--- config.mk ---
export PLATFORM = sky130hd
export DESIGN_NAME = commit_store_queue
export DESIGN_NICKNAME = d
export VERILOG_FILES = /design/src/rtl/commit_store_queue_pkg.sv /design/src/rtl/commit_store_queue_store_ring.sv /design/src/rtl/commit_store_queue.sv
export SDC_FILE = /design/constraint.sdc
export NUM_CORES = 2
export LEC_CHECK = 0
export ABC_AREA = 0
export BUFFER_PORTS_ARGS = -buffer_cell sky130_fd_sc_hd__buf_2
export CORE_MARGIN = 1.5
export CORE_UTILIZATION = 25
export CTS_CLUSTER_DIAMETER = 60
export DETAILED_ROUTE_END_ITERATION = 7
export PLACE_DENSITY = 0.46
export SLEW_MARGIN = 20
export SYNTH_ARGS = -nofsm -noshare
export SYNTH_HDL_FRONTEND = slang
export SYNTH_SLANG_ARGS = --single-unit
--- constraint.sdc ---
create_clock -name clk_i -period 53.1 [get_ports clk_i]
set_input_delay 10.62 -clock clk_i [delete_from_list [all_inputs] [get_ports clk_i]]
set_output_delay 10.62 -clock clk_i [all_outputs]
set_load 0.05 [all_outputs]
--- src/rtl/commit_store_queue_pkg.sv ---
// Shared types and default sizes for the commit-stage store queue.
package commit_store_queue_pkg;

    localparam int XLEN = 64;
    localparam int PLEN = 56;
    localparam int SPEC_DEPTH_DEF = 4;
    localparam int COMMIT_DEPTH_DEF = 4;

    typedef struct packed {
        logic [PLEN-1:0]   paddr;
        logic [XLEN-1:0]   data;
        logic [XLEN/8-1:0] be;
        logic [1:0]        size;
    } store_entry_t;

endpackage

--- src/rtl/commit_store_queue_store_ring.sv ---
// Circular store buffer with push, pop, clear and per-slot valid bits.
module store_ring #(
    parameter int DEPTH = 4,
    parameter type entry_t = logic [7:0],
    localparam int PW = $clog2(DEPTH),
    localparam int CW = $clog2(DEPTH + 1)
) (
    input  logic          clk_i,
    input  logic          rst_i,
    input  logic          clear_i,
    input  logic          push_i,
    input  entry_t        data_i,
    input  logic          pop_i,
    output entry_t        head_o,
    output logic [CW-1:0] count_o,
    output logic [DEPTH-1:0] valid_o,
    output entry_t        mem_o [DEPTH]
);

    entry_t        mem_q [DEPTH];
    entry_t        mem_d [DEPTH];
    logic [PW-1:0] rd_q, rd_d;
    logic [PW-1:0] wr_q, wr_d;
    logic [CW-1:0] cnt_q, cnt_d;

    // Clear wins over push and pop; a pop on clear is implied by the clear.
    always_comb begin
        mem_d = mem_q;
        rd_d  = rd_q;
        wr_d  = wr_q;
        cnt_d = cnt_q;
        if (clear_i) begin
            rd_d  = '0;
            wr_d  = '0;
            cnt_d = '0;
        end else begin
            if (push_i) begin
                mem_d[wr_q] = data_i;
                wr_d = wr_q + PW'(1);
            end
            if (pop_i) begin
                rd_d = rd_q + PW'(1);
            end
            cnt_d = cnt_q + CW'(push_i) - CW'(pop_i);
        end
    end

    always_ff @(posedge clk_i or posedge rst_i) begin
        if (rst_i) begin
            for (int i = 0; i < DEPTH; i++) begin
                mem_q[i] <= '0;
            end
            rd_q  <= '0;
            wr_q  <= '0;
            cnt_q <= '0;
        end else begin
            mem_q <= mem_d;
            rd_q  <= rd_d;
            wr_q  <= wr_d;
            cnt_q <= cnt_d;
        end
    end

    always_comb begin
        valid_o = '0;
        for (int i = 0; i < DEPTH; i++) begin
            valid_o[i] = CW'(PW'(i) - rd_q) < cnt_q;
        end
    end

    assign head_o  = mem_q[rd_q];
    assign count_o = cnt_q;
    assign mem_o   = mem_q;

endmodule

--- src/rtl/commit_store_queue.sv ---
// Speculative + committed store queues feeding the D$ in program order,
// with store-pending status and page-offset hazard detection for loads.
module commit_store_queue
    import commit_store_queue_pkg::*;
#(
    parameter int SPEC_DEPTH   = SPEC_DEPTH_DEF,
    parameter int COMMIT_DEPTH = COMMIT_DEPTH_DEF
) (
    input  logic              clk_i,
    input  logic              rst_i,
    input  logic              flush_i,
    input  logic              valid_i,
    input  logic [PLEN-1:0]   paddr_i,
    input  logic [XLEN-1:0]   data_i,
    input  logic [XLEN/8-1:0] be_i,
    input  logic [1:0]        data_size_i,
    output logic              ready_o,
    input  logic              commit_i,
    output logic              commit_ready_o,
    output logic              no_st_pending_o,
    input  logic [11:0]       page_offset_i,
    output logic              page_offset_match_o,
    output logic              req_o,
    output logic [PLEN-1:0]   addr_o,
    output logic [XLEN-1:0]   wdata_o,
    output logic [XLEN/8-1:0] be_o,
    output logic [1:0]        size_o,
    input  logic              gnt_i
);

    localparam int SCW = $clog2(SPEC_DEPTH + 1);
    localparam int CCW = $clog2(COMMIT_DEPTH + 1);

    store_entry_t           in_entry;
    store_entry_t           spec_head;
    store_entry_t           com_head;
    store_entry_t           spec_mem [SPEC_DEPTH];
    store_entry_t           com_mem  [COMMIT_DEPTH];
    logic [SCW-1:0]         spec_cnt;
    logic [CCW-1:0]         com_cnt;
    logic [SPEC_DEPTH-1:0]  spec_vld;
    logic [COMMIT_DEPTH-1:0] com_vld;
    logic                   spec_push;
    logic                   commit_go;
    logic                   drain_pop;
    logic                   unused_ok;

    assign in_entry = '{paddr: paddr_i, data: data_i,
                        be: be_i, size: data_size_i};

    assign ready_o        = spec_cnt < SCW'(SPEC_DEPTH);
    assign commit_ready_o = com_cnt < CCW'(COMMIT_DEPTH);
    assign no_st_pending_o = com_cnt == '0;
    assign req_o          = com_cnt != '0;

    assign spec_push = valid_i & ready_o & ~flush_i;
    assign commit_go = commit_i & commit_ready_o & (spec_cnt != '0);
    assign drain_pop = req_o & gnt_i;

    store_ring #(
        .DEPTH   (SPEC_DEPTH),
        .entry_t (store_entry_t)
    ) u_spec (
        .clk_i   (clk_i),
        .rst_i   (rst_i),
        .clear_i (flush_i),
        .push_i  (spec_push),
        .data_i  (in_entry),
        .pop_i   (commit_go),
        .head_o  (spec_head),
        .count_o (spec_cnt),
        .valid_o (spec_vld),
        .mem_o   (spec_mem)
    );

    store_ring #(
        .DEPTH   (COMMIT_DEPTH),
        .entry_t (store_entry_t)
    ) u_commit (
        .clk_i   (clk_i),
        .rst_i   (rst_i),
        .clear_i (1'b0),
        .push_i  (commit_go),
        .data_i  (spec_head),
        .pop_i   (drain_pop),
        .head_o  (com_head),
        .count_o (com_cnt),
        .valid_o (com_vld),
        .mem_o   (com_mem)
    );

    // Outputs held at zero when idle so the D$ port is quiet after reset.
    assign addr_o  = req_o ? com_head.paddr : '0;
    assign wdata_o = req_o ? com_head.data  : '0;
    assign be_o    = req_o ? com_head.be    : '0;
    assign size_o  = req_o ? com_head.size  : '0;

    always_comb begin
        page_offset_match_o = valid_i &
            (paddr_i[11:3] == page_offset_i[11:3]);
        for (int i = 0; i < SPEC_DEPTH; i++) begin
            if (spec_vld[i] &&
                spec_mem[i].paddr[11:3] == page_offset_i[11:3])
                page_offset_match_o = 1'b1;
        end
        for (int i = 0; i < COMMIT_DEPTH; i++) begin
            if (com_vld[i] &&
                com_mem[i].paddr[11:3] == page_offset_i[11:3])
                page_offset_match_o = 1'b1;
        end
    end

    always_comb begin
        unused_ok = ^page_offset_i[2:0];
        for (int i = 0; i < SPEC_DEPTH; i++) begin
            unused_ok = unused_ok ^ (^spec_mem[i]);
        end
        for (int i = 0; i < COMMIT_DEPTH; i++) begin
            unused_ok = unused_ok ^ (^com_mem[i]);
        end
    end

    a_push_full : assert property (@(posedge clk_i) disable iff (rst_i)
        !(valid_i && !ready_o))
        else $error("store pushed while speculative queue full");
    a_commit_empty : assert property (@(posedge clk_i) disable iff (rst_i)
        !(commit_i && spec_cnt == '0))
        else $error("commit with no speculative store");
    a_commit_full : assert property (@(posedge clk_i) disable iff (rst_i)
        !(commit_i && !commit_ready_o))
        else $error("commit while committed queue full");
    a_spec_bound : assert property (@(posedge clk_i) disable iff (rst_i)
        spec_cnt <= SCW'(SPEC_DEPTH))
        else $error("speculative count overflow");
    a_com_bound : assert property (@(posedge clk_i) disable iff (rst_i)
        com_cnt <= CCW'(COMMIT_DEPTH))
        else $error("committed count overflow");

endmodule

==> reports/summary.md <==
The run finished with clean final reports. The run gives 25.10% as the initial standard-cell utilization of the core. Synthesis instantiated 37 different standard cells from the library. The startpoint identified for the worst hold timing path is u_commit.mem_o[133]. For the final count of hold timing violations, the log shows 0.

Synthesis handed over a netlist of 2909 instances. The floorplan step defined a core boundary enclosing 0.1970 mm². Library cell with the largest summed area after synthesis: sky130_fd_sc_hd__dfrtp_1.

The tools report the relative slew slack as 33.72%. The number of non-filler instances in the completed layout is 5935. The synthesized design contains 0 enable-type register cells. Number of nets with antenna violations after routing: 0.

In this run the clock root is driven by a sky130_fd_sc_hd__clkbuf_16. The tools report the number of max-slew violations in the final report as 0. Summed over all cells, the static leakage comes to 25.71 nW. The largest net degree at the start of global routing was 135. STA puts the critical path data required time at 42480 ps. In this run the worst setup path begins at page_offset_i[8]. Setup repair after global routing left no endpoint under its margin. Of the synthesized area, sequential elements account for 53.33%. The logs give 201.5 mm for the global-route wire length before repair and 0 for the max-capacitance violation count.

Area of the die: 0.2005 mm². The worst register-to-register path begins at u_commit.count_o[2]. The type of the worst setup path was in2out. The first detailed-routing pass took 5 iterations.

The hold-fix buffer count after cts is 0. The multi-input logic area came out at 0.02142 mm². The combinational group share of total power is 40.1%.

The worst path uses 43.63% of the clock period. Dividing the detail-routed wire length by the instance count gives 22.58 µm. Along the worst path, the maximum fanout reaches 9. Sorting the synthesized cells by area gives the leading types as sky130_fd_sc_hd__dfrtp_1 (53%), sky130_fd_sc_hd__mux4_2 (12%), sky130_fd_sc_hd__mux2_4 (11%).

Power spread over the standard cell area amounts to 67.14 mW/mm². The detailed router finished its first iteration with 1134 violations. At the pin with the least slew margin, the transition time is 994.2 ps. Counting instances in the post-synthesis netlist gives the leading cell types as sky130_fd_sc_hd__dfrtp_1 (1054), sky130_fd_sc_hd__mux2_2 (467), sky130_fd_sc_hd__mux2_4 (357). The register bit count reported by yosys was 1054; the number of instances resized during post-cts repair was 0. IR analysis of the VDD net gives a maximum drop of 0.04445 mV. For this run, design rule violations remaining after detail routing come to 0. The total detailed-routing wirelength came out at 134.0 mm. The number of global-route vias before repair is 28829. At the end of routability-driven placement, the weighted congestion stood at 0.7328.

For the worst setup path, the data arrival time is 12550 ps. The number of antenna violations at the first check in global routing came out at 35. Primary flip-flop cell chosen by synthesis mapping: sky130_fd_sc_hd__dfrtp_1. The floorplan die height is 447.8 µm, and the async set-reset flop share out of synthesis is 100.0%. The summed negative setup slack over all endpoints is 0 ps.

The via density per instance was 4.400; the synthesis warning total was 0. The clock net in this run drives a total of 1054 sinks. sky130_fd_sc_hd__dfrtp_1 is the most common cell in the netlist.

In this run the worst hold path is classified as reg2reg. The number of placed I/O pins is 283. TritonCTS built the clock tree. The tools report the element type at the critical path end as an output port.

Subtracting the final worst setup slack from the clock period gives 23170 ps. Overall power consumption after layout is estimated at 0.003882 W. The worst-case register-to-register setup slack came out at 49130 ps. The power share of the clock group came out at 24.6%. On the final layout, the worst clock skew is 37.39 ps.

For the global-route usage over all layers, the log shows 13.52%. The filler cells instantiated in the layout total 19858. The fraction of final layout cells with drive strength greater than 1 was 50.33%; the clock-pin transition on the worst setup and hold timing paths was 50 ps. The mean instance size in the synthesized netlist is 17.00 µm².

The net switching share of the total power is 36.76%. Global routing finished with a remaining overflow of 0. The logs give 0.002455 W for the internal power and 141 for the number of CTS-inserted buffers. The floorplan has 163 rows. In this run the cell area of the synthesized design comes to 0.04946 mm².

The tools report the total number of nets in the final design as 3359. The run gives 0.05783 mm² as the post-route standard cell area excluding fillers. STA classifies the critical path startpoint as an input port. For the net count after synthesis, the log shows 3089. Buffers placed on the I/O ports in this run total 279. From synthesis to final layout, the design area changed by 16.93%.

In this run, placement finished with an instance count of 5675. The overall via count from detail_route was 26115. Static timing analysis puts the maximum clock frequency at 43.16 MHz. In this run the post-CTS setup repair buffer count came out at 0. The later pin in the worst-skew pair is clocked with a latency of 790 ps. The die is 447.8 µm wide. In this run the power spent charging and discharging nets is 0.001427 W. CTS built an H-tree with a depth of 4.

The placed instances occupy a cell area of 0.05305 mm². The clock passes through at most 3 buffers. The sequential cell area is 0.02639 mm², and the area share of the largest cell type after synthesis is 53.33%. Of the total power, registers draw 35.3%. After legalization and detailed placement, the total HPWL measured 76.89 mm. Setup violations remaining at the end of the flow were counted as 0.
-- area by class of cell --
type / count / share of cell area [%]
diodes: 5 / 0.02164
clock buffers: 195 / 6.956
clock inverters: 59 / 1.240
inverters: 29 / 0.2099
multi-input cells: 1626 / 37.04
flip-flops and latches: 1054 / 45.64
well taps: 2640 / 5.712
repair buffers: 327 / 3.181
-- cell usage in the layout, fill, tap and decap left out, types with 2 or more instances in the layout --
cell type | Yosys | layout
sky130_fd_sc_hd__nor3_1 | 2 | 2
sky130_fd_sc_hd__clkbuf_1 | 34 | 26
sky130_fd_sc_hd__nand2_8 | 0 | 4
sky130_fd_sc_hd__nor2_1 | 5 | 5
sky130_fd_sc_hd__mux2_2 | 467 | 467
sky130_fd_sc_hd__mux4_2 | 260 | 260
sky130_fd_sc_hd__clkinv_4 | 0 | 4
sky130_fd_sc_hd__clkbuf_8 | 0 | 27
sky130_fd_sc_hd__nand2b_1 | 2 | 2
sky130_fd_sc_hd__clkinv_8 | 0 | 2
sky130_fd_sc_hd__inv_6 | 0 | 14
sky130_fd_sc_hd__bufinv_16 | 0 | 6
sky130_fd_sc_hd__diode_2 | 0 | 5
sky130_fd_sc_hd__clkinvlp_4 | 0 | 8
sky130_fd_sc_hd__clkbuf_16 | 0 | 142
sky130_fd_sc_hd__buf_4 | 6 | 42
sky130_fd_sc_hd__a21oi_1 | 8 | 8
sky130_fd_sc_hd__inv_1 | 28 | 26
sky130_fd_sc_hd__nor2b_1 | 133 | 133
sky130_fd_sc_hd__clkinv_16 | 0 | 6
sky130_fd_sc_hd__mux2_1 | 216 | 216
sky130_fd_sc_hd__buf_2 | 61 | 279
sky130_fd_sc_hd__o2111ai_1 | 2 | 2
sky130_fd_sc_hd__nand4_1 | 9 | 9
sky130_fd_sc_hd__fa_1 | 2 | 2
sky130_fd_sc_hd__nand2_1 | 4 | 4
sky130_fd_sc_hd__mux2i_1 | 2 | 2
sky130_fd_sc_hd__dfrtp_4 | 0 | 4
sky130_fd_sc_hd__mux2_4 | 357 | 357
sky130_fd_sc_hd__o21ai_0 | 7 | 7
sky130_fd_sc_hd__dfrtp_1 | 1054 | 1050
sky130_fd_sc_hd__ha_1 | 30 | 30
sky130_fd_sc_hd__clkinv_2 | 0 | 19
sky130_fd_sc_hd__buf_12 | 1 | 5
sky130_fd_sc_hd__and2_4 | 0 | 4
sky130_fd_sc_hd__nor4_1 | 15 | 15
sky130_fd_sc_hd__nand3_1 | 2 | 2
sky130_fd_sc_hd__xnor2_1 | 47 | 47
sky130_fd_sc_hd__xor2_1 | 42 | 42
-- critical path, stage by stage --
cell                      delay, ps
sky130_fd_sc_hd__buf_2          270
sky130_fd_sc_hd__xor2_1         140
sky130_fd_sc_hd__nor4_1         480
sky130_fd_sc_hd__o21ai_0        160
sky130_fd_sc_hd__nor4_1         350
sky130_fd_sc_hd__nor4_1         120
sky130_fd_sc_hd__nand4_1        140
sky130_fd_sc_hd__buf_2          280
-- through the flow --
step / util, % / hold slack, ps / setup WS, ps
after floorplan: - / 458.7 / 12810
after global placement: 26.93 / 467.8 / 29830
after detailed placement: 26.93 / 475.4 / 29850
after CTS: 29.33 / 488.3 / 29850
after global routing: 29.35 / 496.5 / 29780
final: 29.35 / 483.4 / 29930
-- metal layers --
metal | part of all wire, % | up-vias | wire [µm] | global-route usage (%)
li1 | - | 11234 | - | -
met1 | 46 | 14204 | 61010 | 17.94
met2 | 48 | 418 | 63870 | 21.91
met3 | 3.7 | 241 | 4982 | 2.791
met4 | 3.0 | 18 | 4048 | 4.418
met5 | 0.088 | - | 118 | 0
-- cells by family (layout without fill, tap and decap cells) --
kind of cell / Yosys count / after routing / share of synthesized area [%]
other: 0 / 5 / 0
multiplexers: 1302 / 1302 / 38.27
AO/OA/AOI/OAI: 21 / 21 / 0.2479
buffers and inverters: 229 / 610 / 3.489
AND/OR/NAND/NOR: 182 / 182 / 2.247
XOR/XNOR: 89 / 89 / 1.576
flip-flops: 1054 / 1054 / 53.33
adder cells (fa/ha/maj): 32 / 32 / 0.8399
-- worst paths after layout --
check                           depth (start not counted)                  end
worst max-delay path                                    8  page_offset_match_o
worst min-delay path                                    1  u_commit.mem_o[133]
worst max register to register                         12  u_commit.count_o[2]
worst min register to register                          1  u_commit.mem_o[133]
max in group asynchronous                               6    u_spec.mem_o[198]
min in group asynchronous                               2    u_spec.mem_o[290]
-- power groups by stage --
stage / Sequential [W] / Combinational, W / Clock, W
after floorplan: 0.00131 / 0.00126 / 0
after global placement: 0.00138 / 0.00158 / 0
after detailed placement: 0.00138 / 0.00160 / 0
after CTS: 0.00137 / 0.00160 / 0.000990
after global routing: 0.00142 / 0.00168 / 0.00103
final: 0.00137 / 0.00156 / 0.000955
-- sequential cells by signal, indices dropped and copies added, names as in the netlist --
register          cells
u_commit.rd_q         2
u_commit.wr_q         2
u_spec.count_o        3
u_commit.count_o      3
u_spec.wr_q           2
u_spec.rd_q           2
u_commit.mem_o      520
u_spec.mem_o        520
No activity file was read; power rests on OpenSTA's default activity.
